--- src/rtl/layer_sequencer.sv ---
// Control sequencer for one fully-connected layer: for each neuron it clears the
// ALU, streams N_INPUTS multiply-accumulates, waits out the ALU latency, runs the
// activation stage and writes the result. Start/done handshake with abort.
module layer_sequencer #(
  parameter int N_INPUTS  = 4,
  parameter int N_NEURONS = 3,
  parameter int ALU_LAT   = 1,
  parameter int IDX_W     = 8,
  parameter int WADDR_W   = 8
) (
  input  logic               clk,
  input  logic               reset,
  input  logic               start,
  input  logic               forget,
  output logic               busy,
  output logic               done,
  output logic               aborted,
  output logic               ag_rst,
  output logic               ag_read,
  output logic               alu_rst,
  output logic               alu_acc_en,
  output logic               act_en,
  output logic               out_wr,
  output logic [IDX_W-1:0]   in_idx,
  output logic [IDX_W-1:0]   out_idx,
  output logic [WADDR_W-1:0] weight_addr
);

  typedef enum logic [2:0] {
    S_IDLE,
    S_CLEAR,
    S_ACCUM,
    S_DRAIN,
    S_ACT,
    S_WRITE,
    S_DONE,
    S_ABORT
  } state_t;

  // Drain counter only needs to count 0..ALU_LAT-1; keep at least one bit.
  localparam int DRAIN_W = (ALU_LAT > 1) ? $clog2(ALU_LAT) : 1;

  localparam logic [IDX_W-1:0]   IN_LAST    = IDX_W'(N_INPUTS - 1);
  localparam logic [IDX_W-1:0]   OUT_LAST   = IDX_W'(N_NEURONS - 1);
  localparam logic [DRAIN_W-1:0] DRAIN_LAST = DRAIN_W'((ALU_LAT > 1) ? ALU_LAT - 1 : 0);

  state_t               state, state_nxt;
  logic [IDX_W-1:0]     in_idx_nxt, out_idx_nxt;
  logic [WADDR_W-1:0]   waddr_nxt;
  logic [DRAIN_W-1:0]   drain_cnt, drain_cnt_nxt;

  // State and counter registers.
  // NOTE: sequential state uses non-blocking (<=) so every register samples
  // the pre-edge values; blocking here would create order-dependent races.
  always_ff @(posedge clk or negedge reset) begin
    if (!reset) begin
      state       <= S_IDLE;
      in_idx      <= '0;
      out_idx     <= '0;
      drain_cnt   <= '0;
      weight_addr <= '0;
    end else begin
      state       <= state_nxt;
      in_idx      <= in_idx_nxt;
      out_idx     <= out_idx_nxt;
      drain_cnt   <= drain_cnt_nxt;
      weight_addr <= waddr_nxt;
    end
  end

  // Next-state and counter update. weight_addr tracks out_idx*N_INPUTS+in_idx
  // by incrementing whenever the flattened index advances by one, so no
  // multiplier is needed: both an in_idx step and the WRITE->CLEAR hop
  // (in_idx N_INPUTS-1 -> 0, out_idx +1) are a +1 on the flat address.
  // NOTE: every signal gets its hold value first so no path leaves one
  // unassigned, which would otherwise infer a latch.
  always_comb begin
    state_nxt     = state;
    in_idx_nxt    = in_idx;
    out_idx_nxt   = out_idx;
    drain_cnt_nxt = drain_cnt;
    waddr_nxt     = weight_addr;

    if (forget && state != S_IDLE && state != S_DONE && state != S_ABORT) begin
      // Abort wins over every other transition; counters are cleared on exit.
      state_nxt = S_ABORT;
    end else begin
      case (state)
        S_IDLE: begin
          if (start) begin
            state_nxt   = S_CLEAR;
            in_idx_nxt  = '0;
            out_idx_nxt = '0;
            waddr_nxt   = '0;
          end
        end
        S_CLEAR: state_nxt = S_ACCUM;
        S_ACCUM: begin
          if (in_idx == IN_LAST) begin
            drain_cnt_nxt = '0;
            state_nxt     = (ALU_LAT > 0) ? S_DRAIN : S_ACT;
          end else begin
            in_idx_nxt = in_idx + IDX_W'(1);
            waddr_nxt  = weight_addr + WADDR_W'(1);
          end
        end
        S_DRAIN: begin
          if (drain_cnt == DRAIN_LAST) begin
            state_nxt = S_ACT;
          end else begin
            drain_cnt_nxt = drain_cnt + DRAIN_W'(1);
          end
        end
        S_ACT: state_nxt = S_WRITE;
        S_WRITE: begin
          if (out_idx == OUT_LAST) begin
            state_nxt = S_DONE;
          end else begin
            state_nxt   = S_CLEAR;
            out_idx_nxt = out_idx + IDX_W'(1);
            in_idx_nxt  = '0;
            waddr_nxt   = weight_addr + WADDR_W'(1);
          end
        end
        S_DONE, S_ABORT: begin
          state_nxt     = S_IDLE;
          in_idx_nxt    = '0;
          out_idx_nxt   = '0;
          drain_cnt_nxt = '0;
          waddr_nxt     = '0;
        end
        default: state_nxt = S_IDLE;
      endcase
    end
  end

  // Moore output decode of the registered state.
  always_comb begin
    busy       = 1'b1;
    done       = 1'b0;
    aborted    = 1'b0;
    ag_rst     = 1'b0;
    ag_read    = 1'b0;
    alu_rst    = 1'b0;
    alu_acc_en = 1'b0;
    act_en     = 1'b0;
    out_wr     = 1'b0;
    case (state)
      S_IDLE: begin
        busy    = 1'b0;
        ag_rst  = 1'b1;
        alu_rst = 1'b1;
      end
      S_CLEAR: alu_rst = 1'b1;
      S_ACCUM: begin
        ag_read    = 1'b1;
        alu_acc_en = 1'b1;
      end
      S_DRAIN: ;
      S_ACT:   act_en = 1'b1;
      S_WRITE: out_wr = 1'b1;
      S_DONE: begin
        done   = 1'b1;
        ag_rst = 1'b1;
      end
      S_ABORT: begin
        aborted = 1'b1;
        ag_rst  = 1'b1;
        alu_rst = 1'b1;
      end
      default: busy = 1'b0;
    endcase
  end

endmodule

--- config.mk ---
export PLATFORM = sky130hd
export DESIGN_NAME = layer_sequencer
export DESIGN_NICKNAME = d
export VERILOG_FILES = /design/src/rtl/layer_sequencer.sv
export SDC_FILE = /design/constraint.sdc
export NUM_CORES = 1
export LEC_CHECK = 0
export CAP_MARGIN = 0
export CORE_ASPECT_RATIO = 0.9
export CORE_MARGIN = 1
export CORE_UTILIZATION = 45
export DETAILED_ROUTE_END_ITERATION = 6
export PLACE_DENSITY = 0.81
export SLEW_MARGIN = 20
export SYNTH_ARGS = -nofsm -noshare
export SYNTH_HDL_FRONTEND = slang
export SYNTH_SLANG_ARGS = --single-unit
--- constraint.sdc ---
create_clock -name clk -period 2.4 [get_ports clk]
set_input_delay 0.48 -clock clk [delete_from_list [all_inputs] [get_ports clk]]
set_output_delay 0.48 -clock clk [all_outputs]
set_load 0.02 [all_outputs]
==> results of run 1 <==
[flip-flops by register name (all words and copies together) (netlist names)]
name,cells
in_idx,8
out_idx,8
state,3
weight_addr,8
[Yosys cell counts, types with 7 or more instances]
master and count:
nand3_1 9, dfrtp_1 27, o31ai_1 9, inv_1 7
nand2_1 16, o21ai_0 10, nor2_1 9, a21oi_1 7
[power by group through the flow]
stage / logic [mW] / registers [mW] / clock network (mW)
after floorplan: 0.806 / 0.616 / 0
after global placement: 1.23 / 0.582 / 0
after detailed placement: 1.24 / 0.584 / 0
after CTS: 1.24 / 0.574 / 0.259
after global routing: 1.38 / 0.585 / 0.278
final: 1.27 / 0.576 / 0.258
[stage by stage]
stage               hold slack, ns  cells  utilization (%)  cell area [µm²]
floorplan                    0.184    179                -             1700
global placement             0.513    261             61.5             2140
global route                 0.552    270             64.0             2230
detailed placement           0.513    261             61.5             2140
CTS                          0.534    265             62.8             2180
finish                       0.536    270             64.0             2230
[worst reg2reg max path, stage by stage (launching register included)]
cell and delay, ns:
dfrtp_1 0.44, ha_1 0.26, nor4b_1 0.15, buf_4 0.15, a211oi_2 0.62, o21ai_0 0.20
a31oi_1 0.22
[worst max path at each step]
stage	depth (start not counted)	start	slack, ns	endpoint
final	4	state[1]$_DFFE_PN0P_	0.16	out_wr
after floorplan	6	out_idx[0]$_DFFE_PN0P_	0.44	weight_addr[7]$_DFFE_PN0P_
after CTS	3	state[2]$_DFFE_PN0P_	0.04	alu_acc_en
after global placement	6	out_idx[0]$_DFFE_PN0P_	0.17	weight_addr[4]$_DFFE_PN0P_
after detailed placement	6	out_idx[0]$_DFFE_PN0P_	0.14	weight_addr[7]$_DFFE_PN0P_
after global routing	4	state[1]$_DFFE_PN0P_	0.09	out_wr
[cells in the final DEF (no fill, tap or decap), types with 3 or more instances in the layout]
cell,netlist,final
a31oi_1,3,3
a32o_1,4,4
inv_1,7,7
nand2_1,16,16
o211ai_1,4,4
clkbuf_8,0,3
nand3_1,9,9
ha_1,4,4
a21oi_1,7,7
clkdlybuf4s50_1,0,34
o31ai_1,9,9
buf_4,3,16
o21ai_0,10,10
nor2_1,9,9
nor2b_1,3,3
and3_1,4,4
nor3_1,4,4
dfrtp_1,27,27
o22ai_1,3,3
nor3b_1,3,3
a41oi_1,3,3
[routing by layer]
layer,vias up,wire (µm),GRT usage (%)
met5,-,0,0
met3,4,151,2.86
met4,0,35,5.78
met2,40,1740,30.4
met1,748,1980,30.7
li1,793,-,-
[cells by family (layout without fill, tap and decap cells)]
group / after synthesis / after routing / share of synthesized area (%)
flip-flops: 27 / 27 / 39.8
buffers and inverters: 16 / 63 / 4.94
AO/OA/AOI/OAI: 69 / 69 / 31.8
AND/OR/NAND/NOR: 60 / 60 / 18.9
adder cells (fa/ha/maj): 4 / 4 / 2.95
multiplexers: 2 / 2 / 1.18
XOR/XNOR: 1 / 1 / 0.516
[repair_timing]
item / CTS / global route
setup buffers: 0 / 5
endpoints found under the setup margin: 0 / 6
gates resized for setup: 0 / 2
[final cells by class]
| type | instances | area, µm² | area share (%) |
|---|---|---|---|
| repair buffers | 52 | 485 | 21.8 |
| well taps | 44 | 55.1 | 2.47 |
| flip-flops and latches | 27 | 676 | 30.4 |
| clock buffers | 4 | 45.0 | 2.02 |
| multi-input cells | 136 | 938 | 42.2 |
| inverters | 7 | 26.3 | 1.18 |
==> summary.txt, run 1 <==
Logic synthesis
  • Synth area leaders: dfrtp_1 40%, o31ai_1 4.0%, nand2_1 3.5%, ha_1 2.9%, o21ai_0 2.9%
  • Fraction of registers with async set or reset after synthesis: 100%
  • Synth Instances: ~180
  • Mapped Nets: roughly 190
  • Number of flops mapped to enable cells by yosys: 0
  • Synthesized area per cell: ~9.5 µm²
  • Register bit count reported by yosys: 27
  • Cell Area, Synth: about 1700 µm²
  • Yosys warns: 0
  • Post-synth top flop: dfrtp_1
  • Yosys cell types: 54
  • Yosys top cell by area: dfrtp_1
  • Sequential cell area fraction in the yosys report: slightly below 40%
  • Yosys top cell area share: about two fifths

Timing
  • Final critical-path required period: 2.24 ns
  • Slew of the pin with the lowest slew margin: roughly 0.7 ns
  • Clk_skew: around 0.0037 ns
  • Slew margin rel.: between 50% and 60%
  • Slew Viols, Final: 0
  • # setup viols final: 0
  • RSZ-0062 raised after global routing: false
  • Fmax: ~0.45 GHz
  • Final Hold Viols: 0
  • Final WS setup: 0.158 ns
  • Final TNS setup: 0 ns
  • Final period util: 93.4%

Global routing
  • Largest net degree at the start of global routing: 28
  • First-pass GRT wire length: just over 6 mm
  • Total global-route track usage: 20.4%
  • Initial antenna violation count: 0
  • Vias in the first global route: approximately 1,300
  • Gr ovfl total: 0

Final layout
  • Ant. Diodes: 0
  • Layout cells sized above 1: between 10 and 15%
  • Nets: 235
  • Fillers: approximately 280
  • Area grow syn2layout: 31.1%

Floorplanning
  • IO Count: 37
  • Initial Utilization: 48.8%
  • Die ar.: just over 4000 µm²
  • Cell Rows: 20
  • Die W: 66.7 µm
  • Core area: 3480 µm²
  • Die H: between 60 and 70 µm

Drt
  • Antenna-violating nets left: 0
  • Vias: about 1,600
  • DR vias/cell: between 5 and 6
  • Drt pass-1 iters: 4
  • Residual DRC count: 0
  • Final wirelength: a little under 4 mm
  • Wirelength per Cell: between 10 and 15 µm
  • DRT iter0 DRCs: 60

Pwr
  • Pwr dens: 944 nW/µm²
  • Net Sw Frac: a little over two fifths
  • Leak pwr: 0.998 nW
  • Power, Total: 2.10 mW
  • Reg power frac: ~27%
  • Clock share of power: 12.3%
  • P_int: approximately 1.2 mW
  • P_sw: slightly above 0.9 mW
  • Worst IR Drop VDD: between 500 and 600 µV
  • Comb pwr share: between 60% and 70%

CTS
  • Hold_buf cts: 0
  • Clock root buffer: clkbuf_8
  • Num CTS Buffers: 3
  • H-tree Lvls: 1
  • Clock latency on the worst-skew pair: around 0.27 ns
  • CTS clk-pin slew, worst paths: around 0.09 ns
  • CTS sink cnt: 27
  • CTS max path bufs: 2
  • CTS tree: yes

Min path
  • Worst Hold Launch: out_idx[7]$_DFFE_PN0P_
  • Worst hold stages: 1
  • Hold Crit Endpoint: out_idx[7]$_DFFE_PN0P_
  • Worst hold path class: flip-flop to flip-flop

Setup path
  • CP endpoint kind: output port
  • CP arrival: 1.76 ns
  • R2R depth: 6
  • CP bufs+invs: 3
  • CP max stage delay: slightly above 0.6 ns
  • Critical R2R Capture: in_idx[7]$_DFFE_PN0P_
  • R2R Setup Slk: 0.29 ns
  • CP cell instances: buf_4, nand3b_1, inv_1, clkdlybuf4s50_1
  • RR Startpoint: in_idx[0]$_DFFE_PN0P_
  • Worst setup SP type: flip-flop
  • Crit-path max FO: 14
  • WS Path Type: flip-flop to output port
  • Delay-heaviest family, CP: buffers and inverters
  • Slowest CP cell: clkdlybuf4s50_1
  • Worst Path Required: 1.92 ns

Placement
  • HPWL after DPL: roughly 2.8 mm
  • Final Wtd Congestion: around 0.85
  • PortBufs: 36
  • Setup WS pre-CTS: 0.136 ns

Job
  • Maxcap violations: 0

Status
  • Status: complete, no violations
Note: power is estimated with default switching activity, not from simulation.
==> inputs of run 2 (changes only) <==
--- a/config.mk
+++ b/config.mk
@@ -5,12 +5,16 @@
 export SDC_FILE = /design/constraint.sdc
 export NUM_CORES = 1
 export LEC_CHECK = 0
+export ABC_AREA = 1
 export CAP_MARGIN = 0
+export CELL_PAD_IN_SITES_DETAIL_PLACEMENT = 1
+export CELL_PAD_IN_SITES_GLOBAL_PLACEMENT = 1
 export CORE_ASPECT_RATIO = 0.9
 export CORE_MARGIN = 1
-export CORE_UTILIZATION = 45
+export CORE_UTILIZATION = 37
 export DETAILED_ROUTE_END_ITERATION = 6
-export PLACE_DENSITY = 0.81
+export MAX_ROUTING_LAYER = met4
+export PLACE_DENSITY = 0.89
 export SLEW_MARGIN = 20
 export SYNTH_ARGS = -nofsm -noshare
 export SYNTH_HDL_FRONTEND = slang
==> run 2 against run 1 <==
Total power decreased by 2.7%. Flip-flop and latch count unchanged. Global-route usage increased by 0.88 points. Synthesized cell count increased by 45%. Count of clock-buffer cells in the layout decreased by 1. Critical path type unchanged. Critical endpoint unchanged. Largest cell class unchanged.
==> summary.txt, run 2 <==
Logic synthesis
  • Yosys top cell area share: 36.5%
  • Cell Area, Synth: between 1500 and 2000 µm²
  • Yosys cell types: 25
  • Yosys top cell by area: dfrtp_1
  • Synthesized area per cell: about 7 µm²
  • Top-count cell post-synth: nand2_1
  • Mapped Nets: 268
  • Fraction of registers with async set or reset after synthesis: 100%
  • Sequential cell area fraction in the yosys report: 36.5%
  • Yosys warns: 0
  • Post-synth top flop: dfrtp_1
  • Synth Instances: between 200 and 300
  • Most frequent cells after synthesis: 82 x nand2_1, 37 x inv_1, 27 x dfrtp_1
  • Register bit count reported by yosys: 27
  • Synth area leaders: dfrtp_1 37%, nand2_1 17%, inv_1 7.5%, o21bai_1 6.5%, nor2_1 5.3%
  • Number of flops mapped to enable cells by yosys: 0

CTS
  • Clock latency on the worst-skew pair: roughly 0.28 ns
  • Hold_buf cts: 0
  • CTS clk-pin slew, worst paths: approximately 0.1 ns
  • Post-CTS sizing: 0
  • Num CTS Buffers: 3
  • Clock root buffer: clkbuf_8
  • Post-CTS setup buffers: 0
  • CTS max path bufs: 2
  • CTS tree: yes
  • H-tree Lvls: 1
  • CTS sink cnt: 27

Setup path
  • R2R Setup Slk: 0.56 ns
  • Slowest CP cell: clkdlybuf4s50_1
  • CP cell instances: inv_1, nand3_4, inv_2, clkdlybuf4s50_1
  • WS Path Type: flip-flop to output port
  • Critical R2R Capture: weight_addr[7]$_DFFE_PN0P_
  • CP max stage delay: around 0.64 ns
  • CP endpoint kind: output port
  • CP startpoint: state[1]$_DFFE_PN0P_
  • R2R depth: 10
  • Worst setup SP type: flip-flop
  • Crit path to: out_wr
  • Crit-path max FO: 7
  • Delay-heaviest family, CP: buffers and inverters
  • Stages on the worst setup path: 4
  • CP bufs+invs: 3
  • Worst Path Required: about 1.9 ns
  • RR Startpoint: state[0]$_DFFE_PN0P_
  • CP arrival: ~1.8 ns

Floorplanning
  • Die ar.: around 5300 µm²
  • Die W: approximately 77 µm
  • Cell Rows: 24
  • Initial Utilization: a little under two fifths
  • Core area: between 4000 and 5000 µm²
  • Die H: ~69 µm
  • IO Count: 37

Placement
  • PortBufs: 36
  • Final Wtd Congestion: between 0.8 and 0.9
  • Post-Place Cell Area: between 2000 and 2500 µm²
  • HPWL after DPL: slightly below 4 mm
  • Setup WS pre-CTS: approximately 0.42 ns

Timing
  • Final critical-path required period: 2.28 ns
  • Clk_skew: 0.00556 ns
  • Fmax: 0.438 GHz
  • Slew of the pin with the lowest slew margin: about 0.37 ns
  • Final WS setup: 0.118 ns
  • Final TNS setup: 0 ns
  • Slew Viols, Final: 0
  • # setup viols final: 0
  • Final period util: between 90% and 100%
  • RSZ-0062 raised after global routing: false
  • Final Hold Viols: 0
  • Minimum hold slack: about 0.55 ns
  • Slew margin rel.: 75.2%

Drt
  • DRT iter0 DRCs: 91
  • Wirelength per Cell: around 14 µm
  • Final wirelength: just over 5 mm
  • Antenna-violating nets left: 0
  • Residual DRC count: 0
  • Vias: 1,788
  • DR vias/cell: 4.93
  • Drt pass-1 iters: 4

Min path
  • Worst hold path class: flip-flop to flip-flop

Pwr
  • Leak pwr: 1.15 nW
  • Worst IR Drop VDD: between 200 and 300 µV
  • Pwr dens: around 880 nW/µm²

Final layout
  • Ant. Diodes: 0
  • Final Core Density: a little under half
  • Leading cell type in the layout, fill and taps excluded: nand2_1
  • Fillers: between 600 and 700
  • Top Registers: in_idx x8, out_idx x8, weight_addr x8
  • Most frequent cells in the layout: 82 x nand2_1, 37 x inv_1, 36 x clkdlybuf4s50_1
  • Layout cells sized above 1: under 10%
  • Nets: approximately 300
  • Area grow syn2layout: 24.9%
  • Cell area after layout: about 2300 µm²

Global routing
  • Gr ovfl total: 0
  • Vias in the first global route: approximately 1,900
  • Total global-route track usage: 21.3%
  • First-pass GRT wire length: 8.87 mm
  • Largest net degree at the start of global routing: 28
  • Initial antenna violation count: 0

Status
  • Status: complete, no violations

Job
  • Maxcap violations: 0
-- run 2: changes by cell type in the layout (fill, tap and decap cells not counted), sizes merged, moves of 5 or more --
cell    before  now
and3         6    0
buf         16    2
o31ai       10    0
nand2       16   85
nor2         9   29
a21oi        8    3
o21bai       1   16
inv          7   41
nand3        9   22
-- run 2: final cells by class --
class	count	area [µm²]	area share [%]
well taps	65	81.3	3.52
flip-flops and latches	27	676	29.2
multi-input cells	188	980	42.4
inverters	41	154	6.66
repair buffers	38	375	16.2
clock inverters	1	5.00	0.216
clock buffers	3	41.3	1.79
-- run 2: cell families after synthesis --
logic type | after synthesis | share of synthesized area [%]
xor gates and xnor gates | 6 | 2.84
buffers and inverters | 45 | 10.5
DFF | 27 | 36.5
and+or+nand+nor | 148 | 36.9
adders and majority gates | 4 | 2.70
AOI/OAI and AO/OA | 30 | 10.5
-- run 2: power breakdown --
part           internal (mW)  switching, mW
Combinational          0.377          0.783
Clock                  0.117          0.162
Sequential             0.516         0.0885
-- run 2: worst min-delay path by stage --
stage                                 startpoint                          to  cells after the start
after global routing                       reset  weight_addr[6]$_DFFE_PN0P_                      2
after CTS                 out_idx[7]$_DFFE_PN0P_      out_idx[7]$_DFFE_PN0P_                      2
after global placement    out_idx[7]$_DFFE_PN0P_      out_idx[7]$_DFFE_PN0P_                      2
final                     out_idx[7]$_DFFE_PN0P_      out_idx[7]$_DFFE_PN0P_                      2
after detailed placement  out_idx[7]$_DFFE_PN0P_      out_idx[7]$_DFFE_PN0P_                      2
after floorplan                            reset       in_idx[0]$_DFFE_PN0P_                      0
-- run 2: metrics by stage --
stage                     std cells  power (mW)
after global placement          359        1.73
final                           363        2.04
after CTS                       363        2.06
after floorplan                 260        1.42
after detailed placement        359        1.77
after global routing            363        2.18
-- run 2: metal layers --
layer | global-route usage, % | wire length, µm
met5 | - | 0
met4 | 5.34 | 65
met3 | 1.72 | 86
met2 | 37.0 | 2550
met1 | 26.8 | 2450
-- run 2: tightest hold or removal path: stages, from the launching register on --
cell,delay [ns]
dfrtp_1,0.39
nand2_1,0.06
o21ai_0,0.06
==> inputs of run 3 (changes only) <==
--- a/config.mk
+++ b/config.mk
@@ -6,7 +6,7 @@
 export NUM_CORES = 1
 export LEC_CHECK = 0
 export ABC_AREA = 1
-export CAP_MARGIN = 0
+export CAP_MARGIN = 20
 export CELL_PAD_IN_SITES_DETAIL_PLACEMENT = 1
 export CELL_PAD_IN_SITES_GLOBAL_PLACEMENT = 1
 export CORE_ASPECT_RATIO = 0.9
==> results of run 3 <==
No change in the layout: final DEF, timing and power equal those of run 2.
